**config.mk**
```make
export PLATFORM = sky130hd
export DESIGN_NAME = regfile_port_arbiter
export DESIGN_NICKNAME = d
export VERILOG_FILES = /design/src/rtl/regfile_port_arbiter.sv
export SDC_FILE = /design/constraint.sdc
export NUM_CORES = 1
export LEC_CHECK = 0
export CAP_MARGIN = 0
export CORE_MARGIN = 8
export CORE_UTILIZATION = 32
export CTS_BUF_LIST = sky130_fd_sc_hd__clkbuf_16
export CTS_CLUSTER_DIAMETER = 200
export DETAILED_ROUTE_END_ITERATION = 12
export GPL_ROUTABILITY_DRIVEN = 0
export GPL_TIMING_DRIVEN = 0
export HOLD_SLACK_MARGIN = 0.08
export MAX_ROUTING_LAYER = met4
export PLACE_DENSITY_LB_ADDON = 0.25
export SLEW_MARGIN = 10
export SYNTH_ARGS = -nofsm -noshare
export SYNTH_HDL_FRONTEND = slang
export SYNTH_SLANG_ARGS = --single-unit
```
**constraint.sdc**
```tcl
create_clock -name clk -period 2.36 [get_ports clk]
set_input_delay 0.472 -clock clk [delete_from_list [all_inputs] [get_ports clk]]
set_output_delay 0.472 -clock clk [all_outputs]
set_load 0.1 [all_outputs]
```
**src/rtl/regfile_port_arbiter.sv**
```systemverilog
// rtl/regfile_port_arbiter.sv - round-robin arbiter with bounded lock sharing one 16x32 register file port
module regfile_port_arbiter #(
    parameter int NREQ     = 2,
    parameter int MAX_LOCK = 8
) (
    input  logic                 clk,
    input  logic                 reset,
    input  logic [NREQ-1:0]      req,
    input  logic [NREQ-1:0]      lock,
    input  logic [NREQ-1:0]      we,
    input  logic [4*NREQ-1:0]    a1,
    input  logic [4*NREQ-1:0]    a2,
    input  logic [4*NREQ-1:0]    a3,
    input  logic [32*NREQ-1:0]   wd,
    output logic [NREQ-1:0]      gnt,
    output logic [NREQ-1:0]      rvalid,
    output logic [31:0]          rd1,
    output logic [31:0]          rd2,
    output logic                 wr_r15_err,
    output logic [3:0]           rf_a1,
    output logic [3:0]           rf_a2,
    output logic [3:0]           rf_a3,
    output logic [31:0]          rf_wd3,
    output logic                 rf_we,
    input  logic [31:0]          rf_rd1,
    input  logic [31:0]          rf_rd2
);

    localparam int PW = (NREQ > 1) ? $clog2(NREQ) : 1;
    localparam int CW = ($clog2(MAX_LOCK + 1) < 3) ? 3 : $clog2(MAX_LOCK + 1);

    logic [PW-1:0] rr_ptr;
    logic [PW-1:0] owner;
    logic          owner_vld;
    logic [CW-1:0] lock_cnt;

    logic [3:0]    last_a1, last_a2, last_a3;
    logic [31:0]   last_wd;

    logic          gnt_any;
    logic [PW-1:0] win;
    logic [PW-1:0] cand;
    logic [CW:0]   cnt_next;
    logic          keep_lock;
    logic [PW-1:0] rr_next;

    // Pick the winner: a live lock owner pins the port, otherwise scan from rr_ptr with wrap
    always_comb begin
        gnt_any = 1'b0;
        win     = '0;
        cand    = '0;
        if (reset) begin
            gnt_any = 1'b0;
        end else if (owner_vld && (lock_cnt < CW'(MAX_LOCK))) begin
            if (req[owner]) begin
                gnt_any = 1'b1;
                win     = owner;
            end
        end else begin
            // Walk downward so the lowest offset from rr_ptr is the last (winning) assignment
            for (int k = NREQ - 1; k >= 0; k--) begin
                cand = PW'((int'(rr_ptr) + k) % NREQ);
                if (req[cand]) begin
                    gnt_any = 1'b1;
                    win     = cand;
                end
            end
        end
    end

    // Drive the regfile port from the winner; idle cycles hold the last addresses
    always_comb begin
        gnt = '0;
        if (gnt_any) begin
            gnt[win] = 1'b1;
        end
        rf_a1     = gnt_any ? a1[4*win +: 4]   : last_a1;
        rf_a2     = gnt_any ? a2[4*win +: 4]   : last_a2;
        rf_a3     = gnt_any ? a3[4*win +: 4]   : last_a3;
        rf_wd3    = gnt_any ? wd[32*win +: 32] : last_wd;
        rf_we     = gnt_any & we[win];
        cnt_next  = {1'b0, lock_cnt} + (CW+1)'(1);
        keep_lock = lock[win] && (cnt_next < (CW+1)'(MAX_LOCK));
        rr_next   = (win == PW'(NREQ - 1)) ? '0 : win + PW'(1);
    end

    assign rd1 = rf_rd1;
    assign rd2 = rf_rd2;

    // Arbitration state: lock ownership, bounded hold count and round-robin pointer
    always_ff @(posedge clk or posedge reset) begin
        if (reset) begin
            rr_ptr    <= '0;
            owner     <= '0;
            owner_vld <= 1'b0;
            lock_cnt  <= '0;
        end else if (gnt_any) begin
            if (keep_lock) begin
                owner     <= win;
                owner_vld <= 1'b1;
                lock_cnt  <= cnt_next[CW-1:0];
            end else begin
                owner_vld <= 1'b0;
                lock_cnt  <= '0;
                rr_ptr    <= rr_next;
            end
        end else if (owner_vld && !req[owner]) begin
            owner_vld <= 1'b0;
            lock_cnt  <= '0;
        end
    end

    // Remember the last issued op so the regfile inputs stay stable while idle
    always_ff @(posedge clk or posedge reset) begin
        if (reset) begin
            last_a1 <= '0;
            last_a2 <= '0;
            last_a3 <= '0;
            last_wd <= '0;
        end else if (gnt_any) begin
            last_a1 <= rf_a1;
            last_a2 <= rf_a2;
            last_a3 <= rf_a3;
            last_wd <= rf_wd3;
        end
    end

    // Align valid and the R15 write error with the regfile's one-cycle read latency
    always_ff @(posedge clk or posedge reset) begin
        if (reset) begin
            rvalid     <= '0;
            wr_r15_err <= 1'b0;
        end else begin
            rvalid     <= gnt;
            wr_r15_err <= rf_we && (rf_a3 == 4'hF);
        end
    end

endmodule
```
**Word-level counts from Yosys, hierarchy flattened**

Cells that the tools add are included.

- Register bits: 54
- Bits in latches: 0
- RAM bits: 0
- Memory bits (read-only): 0
- Output and inout port bits: 114
- Word-level logic and storage cells: 70
- Memories kept: 0

- Add/sub/neg operators: 3
- Multipliers: 0
- Div/mod/pow operators: 0
- Order comparisons: 7
- Equality and inequality tests: 1
- Shifts and indexed selects: 4
- Mux-type cells: 34
- Bitwise operators: 2
- Reductions and logical operators: 9

Operators with widths:

| kind | number |
|---|---|
| variable part select 64 x 7 -> 32 bit | 1 |
| two-way mux 32 bit | 1 |
| two-way mux 1 bit | 25 |
| two-way mux 4 bit | 6 |
| variable part select 8 x 4 -> 4 bit | 3 |
| less-than comparator 1 x 2 -> 1 bit (second input constant) | 4 |
| adder 4 x 1 -> 5 bit (second input constant) | 1 |
| logical AND 1 bit | 5 |
| less-than comparator 5 x 4 -> 1 bit (second input constant) | 1 |
| == test 4 bit (second input constant) | 1 |
| less-than comparator 4 bit (second input constant) | 1 |
| AND reduction 2 bit | 2 |
| adder 1 bit (second input constant) | 2 |
| two-way mux 2 bit | 1 |
| nonzero test 2 bit | 1 |
| AND 1 bit | 1 |
| demux 1 bit (select 1 bit) | 1 |
| >= comparator 1 bit (second input constant) | 1 |
| zero test 1 bit | 1 |
| NOT 1 bit | 1 |

**Longest topological paths before layout**

Gate-level depths: netlist (run 1).

- Depth in word-level cells: 12
- Mapped depth: 7

**Worst setup path after synthesis (run 1)**

Ideal clock, no wire load.

- Kind: register to output
- Start point: register lock_cnt[3]
- End point: output port rf_a3[3]
- Data arrival time: 3.352 ns
- Required time: 1.888 ns
- Setup slack: -1.464 ns
- Stages on the path, launching flop included: 5
- Buffers on the path: 0
- Path through: dfrtp_1 > or3b_4 > o211ai_4 > inv_4 > o311ai_1

- Cells in the longest elaborated chain, start to end: 6

Ends and longest elaborated chain:

| element | RTL line | text |
|---|---|---|
| start: declaration | 35 | `logic [CW-1:0] lock_cnt;` |
| start signal: assignment | 101 | `lock_cnt <= cnt_next[CW-1:0];` |
| less-than comparator 4 bit * | 54 | `end else if (owner_vld && (lock_cnt < CW'(MAX_LOCK))) begin` |
| logical AND 1 bit * | 54 |  |
| two-way mux 1 bit | 54 |  |
| two-way mux 1 bit | 52 | `if (reset) begin` |
| variable part select 8 x 4 -> 4 bit | 79 | `rf_a3 = gnt_any ? a3[4*win +: 4] : last_a3;` |
| two-way mux 4 bit * | 79 |  |
| end: declaration | 22 | `output logic [3:0] rf_a3,` |

Mark *: on every way between the ends. The rest lies on a longest branch, timed or not.

**Worst setup path in the final report (run 1)**

- Start point: input port reset
- End point: output port rf_wd3[7]

- Cells in the longest elaborated chain, start to end: 3

Ends and longest elaborated chain:

| element | RTL line | text |
|---|---|---|
| start: declaration | 7 | `input logic reset,` |
| two-way mux 1 bit | 52 |  |
| variable part select 64 x 7 -> 32 bit | 80 | `rf_wd3 = gnt_any ? wd[32*win +: 32] : last_wd;` |
| two-way mux 32 bit * | 80 |  |
| end: declaration | 23 | `output logic [31:0] rf_wd3,` |

Marks and branches as above.

==> results of run 1 <==
-- cells by family after synthesis --
kind of cell / synth area share
adder cells (fa/ha/maj): 0.00410
flip-flops: 0.443
AND/OR/NAND/NOR: 0.190
multiplexers: 0.0172
AO/OA/AOI/OAI: 0.158
buffers and inverters: 0.187
-- critical path, cell delays in order --
cell	delay [ns]
sky130_fd_sc_hd__dlygate4sd2_1	0.27
sky130_fd_sc_hd__o21bai_4	0.20
sky130_fd_sc_hd__a21o_1	0.20
sky130_fd_sc_hd__buf_6	0.16
sky130_fd_sc_hd__nor2_4	0.18
sky130_fd_sc_hd__buf_12	0.16
sky130_fd_sc_hd__buf_12	0.15
sky130_fd_sc_hd__nand2_2	0.09
sky130_fd_sc_hd__nand2_4	0.09
sky130_fd_sc_hd__buf_12	0.17
-- final timing paths --
path                                  start     endpoint  slack (ns)  depth (start not counted)
worst min register to register   last_a3[1]   last_a3[1]        0.50                          2
min in group clk                 last_a3[1]   last_a3[1]        0.50                          2
worst max register to register  lock_cnt[3]        owner        0.12                         10
max in group asynchronous             reset  last_wd[23]        1.40                          3
worst max-delay path                  reset    rf_wd3[7]       -0.26                         10
worst min-delay path                  reset   last_wd[6]        0.41                          2
-- cells in the mapped netlist, types with 2 or more instances --
library cell	number
sky130_fd_sc_hd__nand2b_1	2
sky130_fd_sc_hd__a21oi_1	3
sky130_fd_sc_hd__inv_1	4
sky130_fd_sc_hd__a22o_1	2
sky130_fd_sc_hd__dfrtp_1	54
sky130_fd_sc_hd__mux2_2	2
sky130_fd_sc_hd__nand3_1	3
sky130_fd_sc_hd__mux2i_1	3
sky130_fd_sc_hd__nand2_1	127
sky130_fd_sc_hd__buf_1	2
sky130_fd_sc_hd__o21ai_0	2
sky130_fd_sc_hd__buf_4	64
sky130_fd_sc_hd__a21o_1	4
sky130_fd_sc_hd__nor2b_1	2
sky130_fd_sc_hd__buf_2	6
sky130_fd_sc_hd__clkbuf_1	5
sky130_fd_sc_hd__a22oi_1	43
-- cell type report --
type / instances / share of cell area
flip-flops and latches: 54 / 0.192
clock buffers: 5 / 0.0177
clock inverters: 3 / 0.00585
inverters: 5 / 0.00301
repair buffers: 235 / 0.401
plain buffers: 78 / 0.0989
well taps: 129 / 0.0229
multi-input cells: 211 / 0.259
-- what timing repair did --
action / CTS / global route
hold buffers: 0 / 0
pin swaps: 8 / 13
resized for setup: 496 / 62
cloned: 2 / 1
buffers inserted: 12 / 10
endpoints found under the setup margin: 47 / 47
-- report_power, final --
part	switching (uW)	internal, uW
Sequential	101	1130
Combinational	2750	1570
Clock	343	498
-- routing by layer --
metal	track usage	part of all wire
met1	0.191	0.34
met5	-	0
met2	0.401	0.58
met4	0.0391	0.014
met3	0.0666	0.072
-- state kept, by name (all words and copies together), names as in the netlist, 2 cells and up --
signal / cells
last_wd: 32
last_a1: 4
last_a2: 4
last_a3: 4
lock_cnt: 4
rvalid: 2
-- through the flow --
step                      cells  instance area (sq um)  hold WS (ns)  power, uW  TNS, ns
after global routing        720                   7060         0.445       6600   -12.84
final                       720                   7060         0.409       6380    -9.88
after global placement      686                   5680         0.498       4640  -119.69
after CTS                   709                   6740         0.424       6240    -9.92
after detailed placement    687                   5700         0.511       4690   -89.40
after floorplan             348                   3420         0.483       3870   -0.696
-- layout by cell type (no fill, tap or decap), types with 2 or more instances in the layout --
master,count
sky130_fd_sc_hd__nand2_2,37
sky130_fd_sc_hd__clkbuf_16,9
sky130_fd_sc_hd__a21oi_1,3
sky130_fd_sc_hd__nand3_1,2
sky130_fd_sc_hd__buf_12,52
sky130_fd_sc_hd__a22oi_2,42
sky130_fd_sc_hd__mux2_2,2
sky130_fd_sc_hd__a22o_1,2
sky130_fd_sc_hd__buf_6,6
sky130_fd_sc_hd__mux2i_1,2
sky130_fd_sc_hd__nand2_1,45
sky130_fd_sc_hd__nand2_4,45
sky130_fd_sc_hd__o21ai_0,2
sky130_fd_sc_hd__inv_1,4
sky130_fd_sc_hd__dlygate4sd2_1,3
sky130_fd_sc_hd__clkdlybuf4s50_1,159
sky130_fd_sc_hd__dfrtp_2,2
sky130_fd_sc_hd__dfrtp_1,52
sky130_fd_sc_hd__buf_8,4
sky130_fd_sc_hd__a21o_1,3
sky130_fd_sc_hd__buf_4,84
sky130_fd_sc_hd__nand2b_1,2
==> impl_metrics.yaml, run 1 <==
outcome:
  status: "finished with violations"
  violated_checks: "negative setup slack"
clocking:
  cts_tree: "yes"
  cts-root-to-sink-buffers: 2
  cts_made_buffers: 5
  cts_num_sinks: 54
  clk-insertion-delay-late_ns: 0.29
  clk_pin_slew_worst_paths_ns: 0.07
  cts.htree.levels: 2
  ctsRootBufferMaster: "sky130_fd_sc_hd__clkbuf_16"
detailed_routing:
  detailedRoute.firstIterationViolations: 137
  drt_wl_total_mm: 13.4
  dr_total_vias: 3400
  detail_route.wl_per_cell_um: 18.7
  via_per_inst: 4.72
  detail_route.drc_violations: 0
  detail-route-antenna-nets: 0
  drt-pass1-iter-count: 4
cells_and_area:
  multi_input_comb_area_sq_um: 1830
  antennaDiodeCount: 0
  area_growth_pct: 131
  final_net_count: 751
  fillcell_total: 569
  layout.area.seq_sq_um: 1350
  finalCoreUtilization: 0.764
  post_route_cells_drive_above_1_share: 0.504
timing:
  setup_repair_after_global_routing_missed_its_margin: "true"
  max_slew_margin: 0.310
  tightest_slew_ns: 1.03
  post-route-period-util: 1.11
  finalHoldViolCount: 0
  max_clock_freq_mhz: 382
  finalSetupViolCount: 46
  clock_skew_ns: 0.00945
  layout_setup_ws_ns: -0.256
  fin_crit_ns: 2.62
  number_of_slew_limit_violations_in_the_final_report: 0
yosys:
  netlist-cell-type-count: 37
  synthCells: 348
  cell_taking_the_most_area_after_synthesis: "sky130_fd_sc_hd__dfrtp_1"
  ys_seq_elements: 54
  synth.net_count: 509
  post-synth-top-area-fraction: 0.443
  async_flop_share: 1.00
  mappedNetlistArea_sq_um: 3050
  ys_top_cells_by_area: "sky130_fd_sc_hd__dfrtp_1, sky130_fd_sc_hd__buf_4, sky130_fd_sc_hd__nand2_1"
  synth_seq_area_share: 0.443
  syn_avg_cell_area_sq_um: 8.76
  synthesis.yosys.warnings: 0
  most_used_flip_flop_cell_after_synthesis: "sky130_fd_sc_hd__dfrtp_1"
  synth-edff-count: 0
critical_path:
  worstSetupStartpointType: "input port"
  worstPathMaxFanout: 10
  worst-endpoint-required_ns: 1.89
  timing.critical_path.arrival_ns: 2.14
  criticalPathCategory: "input port to output port"
  critPathCaptureType: "output port"
floorplan:
  die_area_sq_um: 12900
  initial_utilization: 0.330
  design.portCount: 274
  core_area_sq_um: 9240
  die_w_um: 114
  die_height_um: 114
  core.rowCount: 35
global_routing:
  grt_start_max_net_pins: 33
  first_global_vias: 3967
  grt_first_pass_wirelength_mm: 20.5
  initial_antenna_violation_count: 0
  groute.usage.overall: 0.206
  gr-total-overflow: 0
place:
  io_buffer_count: 209
  detailedPlacementHpwl_mm: 10.0
  pre_cts_setup_slack_ns: -1.83
flow_run:
  maxCapViolations: 0
power_and_ir_drop:
  pwr_density_cell_nw_per_um2: 904
  total_leakage_power_uw: 0.00320
  vdd_ir_drop_max_uv: 562
worst_hold_path:
  min_delay_worst_type: "input port to async pin"
(Power assumes the default switching activity.)
==> run 2: changes to the inputs <==
CORE_UTILIZATION = 28   (was 32)
RECOVER_POWER = 50   (was not set)
SETUP_SLACK_MARGIN = 0.1   (was not set)
clock period = 2.17 ns   (was 2.36 ns; I/O delays follow)
==> impl_metrics.yaml, run 2 (same netlist as run 1, synthesis figures left out) <==
power_and_ir_drop:
  total_leakage_power_uw: 0.00354
  switching_power_uw: 3590
  finalPower_uw: 7180
  power.share.switching: 0.499
  pwr_density_cell_nw_per_um2: 964
  share_comb_of_total_power: 0.689
  seq_power_share: 0.185
  power.clock.fraction: 0.125
  vdd_ir_drop_max_uv: 668
  power_report.internal_total_uw: 3590
place:
  io_buffer_count: 209
  placedInstanceArea_sq_um: 6190
  pre_cts_setup_slack_ns: -2.07
  detailedPlacementHpwl_mm: 10.1
clocking:
  cts_made_buffers: 5
  cts_tree: "yes"
  ctsRootBufferMaster: "sky130_fd_sc_hd__clkbuf_16"
  cts_num_sinks: 54
  clk-insertion-delay-late_ns: 0.29
  clk_pin_slew_worst_paths_ns: 0.07
  cts-root-to-sink-buffers: 2
  cts.htree.levels: 2
cells_and_area:
  finalCoreUtilization: 0.693
  final_net_count: 758
  layout_commonest_cell: "sky130_fd_sc_hd__clkdlybuf4s50_1"
  antennaDiodeCount: 0
  largest_register_ffs: 32
  post_route_cells_drive_above_1_share: 0.510
  layout_common_cells: "sky130_fd_sc_hd__clkdlybuf4s50_1, sky130_fd_sc_hd__buf_4, sky130_fd_sc_hd__dfrtp_1"
  design_area_sq_um: 7450
  area_growth_pct: 144
  regMostFlops: "last_wd"
global_routing:
  first_global_vias: 3983
  groute.usage.overall: 0.185
  globalRouteMet3Util: 0.0550
  met2_use_gr: 0.355
  initial_antenna_violation_count: 0
  globalRoute.busiestLayer: "met2"
  groute.layer.met1.usage: 0.182
  grt_start_max_net_pins: 21
  gr-total-overflow: 0
  grt_first_pass_wirelength_mm: 20.8
timing:
  finalSetupViolCount: 47
  max_clock_freq_mhz: 379
  tns_ns: -18.66
  setup_repair_after_global_routing_missed_its_margin: "true"
  number_of_slew_limit_violations_in_the_final_report: 0
  post-route-period-util: 1.22
  finalHoldViolCount: 0
  fin_crit_ns: 2.64
  tightest_slew_ns: 1.04
  max_slew_margin: 0.310
  layout_setup_ws_ns: -0.467
  clock_skew_ns: 0.00918
critical_path:
  criticalPathCategory: "register to output port"
  setup.worst_path.end: "rf_wd3[11]"
  critPathCaptureType: "output port"
  reg2reg_setup_slack_ns: 0.08
  reg2reg_to: "lock_cnt[2]"
  launch_instance_of_the_worst_register_to_register_path: "owner_vld"
  timing.critical_path.from: "owner_vld"
  worst-endpoint-required_ns: 1.74
  timing.critical_path.arrival_ns: 2.20
  worstSetupStartpointType: "register"
  logic_depth_of_the_worst_register_to_register_path: 8
  worstPathMaxFanout: 10
worst_hold_path:
  min_delay_worst_type: "input port to async pin"
detailed_routing:
  detail_route.drc_violations: 0
  dr_total_vias: 3424
  drt-pass1-iter-count: 4
  detail-route-antenna-nets: 0
  via_per_inst: 4.64
  detail_route.wl_per_cell_um: 18.6
  detailedRoute.firstIterationViolations: 82
  drt_wl_total_mm: 13.7
floorplan:
  die_w_um: 120
  die_area_sq_um: 14500
  initial_utilization: 0.284
  die_height_um: 120
  core.rowCount: 38
  design.portCount: 274
  core_area_sq_um: 10700
outcome:
  violated_checks: "negative setup slack"
  status: "finished with violations"
flow_run:
  maxCapViolations: 0
-- run 2: cell count changes in the layout (fill, tap and decap cells not counted), moves of 2 or more --
cell,change
sky130_fd_sc_hd__dlygate4sd2_1,+43
sky130_fd_sc_hd__buf_6,+5
sky130_fd_sc_hd__nand2_4,-29
sky130_fd_sc_hd__dfrtp_1,+2
sky130_fd_sc_hd__clkinv_2,+2
sky130_fd_sc_hd__nand2_2,-2
sky130_fd_sc_hd__clkbuf_8,+2
sky130_fd_sc_hd__dfrtp_2,-2
sky130_fd_sc_hd__clkdlybuf4s50_1,-64
sky130_fd_sc_hd__dlymetal6s2s_1,+21
sky130_fd_sc_hd__nand2_8,+31
-- run 2: layout make-up --
cell class	count	area [sq um]
Buffer	78	739
Clock buffer	5	125
Tap cell	140	175
Multi-Input combinational cell	211	2140
Inverter	5	21.3
Clock inverter	3	40.0
Timing Repair Buffer	242	2860
Sequential cell	54	1350
Fill cell	763	3290
-- run 2: metal layers --
metal | up-vias | wire (um)
met4 | 0 | 131
met3 | 10 | 973
li1 | 1617 | -
met2 | 150 | 7770
met1 | 1647 | 4870
met5 | - | 0
-- run 2: worst min path at each step --
stage             endpoint   startpoint  cells after the start
2_1_floorplan  lock_cnt[0]  lock_cnt[0]                      1
3_3_place_gp   lock_cnt[0]  lock_cnt[0]                      1
3_5_place_dp    last_a3[2]   last_a3[2]                      2
4_1_cts        last_wd[31]        reset                      2
5_1_grt        last_wd[31]        reset                      2
6_report       last_wd[31]        reset                      2
-- run 2: stage by stage --
step | instances | hold WS [ns]
final | 738 | 0.460
after global routing | 738 | 0.512
after CTS | 734 | 0.368
after detailed placement | 699 | 0.511
after global placement | 697 | 0.507
after floorplan | 348 | 0.483
-- run 2: power groups by stage --
stage / Clock [uW] / Sequential, uW / Combinational, uW
global placement: 0 / 1330 / 4070
CTS: 934 / 1330 / 4910
detailed placement: 0 / 1350 / 4120
finish: 900 / 1330 / 4950
floorplan: 0 / 1350 / 3220
global route: 963 / 1350 / 5120
-- run 2: critical path: stages (launching register included) --
cell	delay, ns
sky130_fd_sc_hd__dfrtp_1	0.41
sky130_fd_sc_hd__or3b_4	0.43
sky130_fd_sc_hd__o211ai_4	0.11
sky130_fd_sc_hd__inv_4	0.10
sky130_fd_sc_hd__buf_12	0.16
sky130_fd_sc_hd__clkbuf_16	0.17
sky130_fd_sc_hd__a22oi_2	0.28
sky130_fd_sc_hd__nand2_8	0.08
sky130_fd_sc_hd__buf_12	0.17
-- run 2: timing repair --
action | CTS | global route
hold buffers | 0 | 0
endpoints found under the setup margin | 133 | 71
gates cloned | 4 | 1
resized for setup | 559 | 38
setup buffers | 23 | 3
pin swaps | 20 | 6
==> run 3: changes to the inputs <==
ABC_CLOCK_PERIOD_IN_PS = 2170   (was not set)
==> results of run 3 <==
No change in the layout: final DEF, timing and power equal those of run 2.
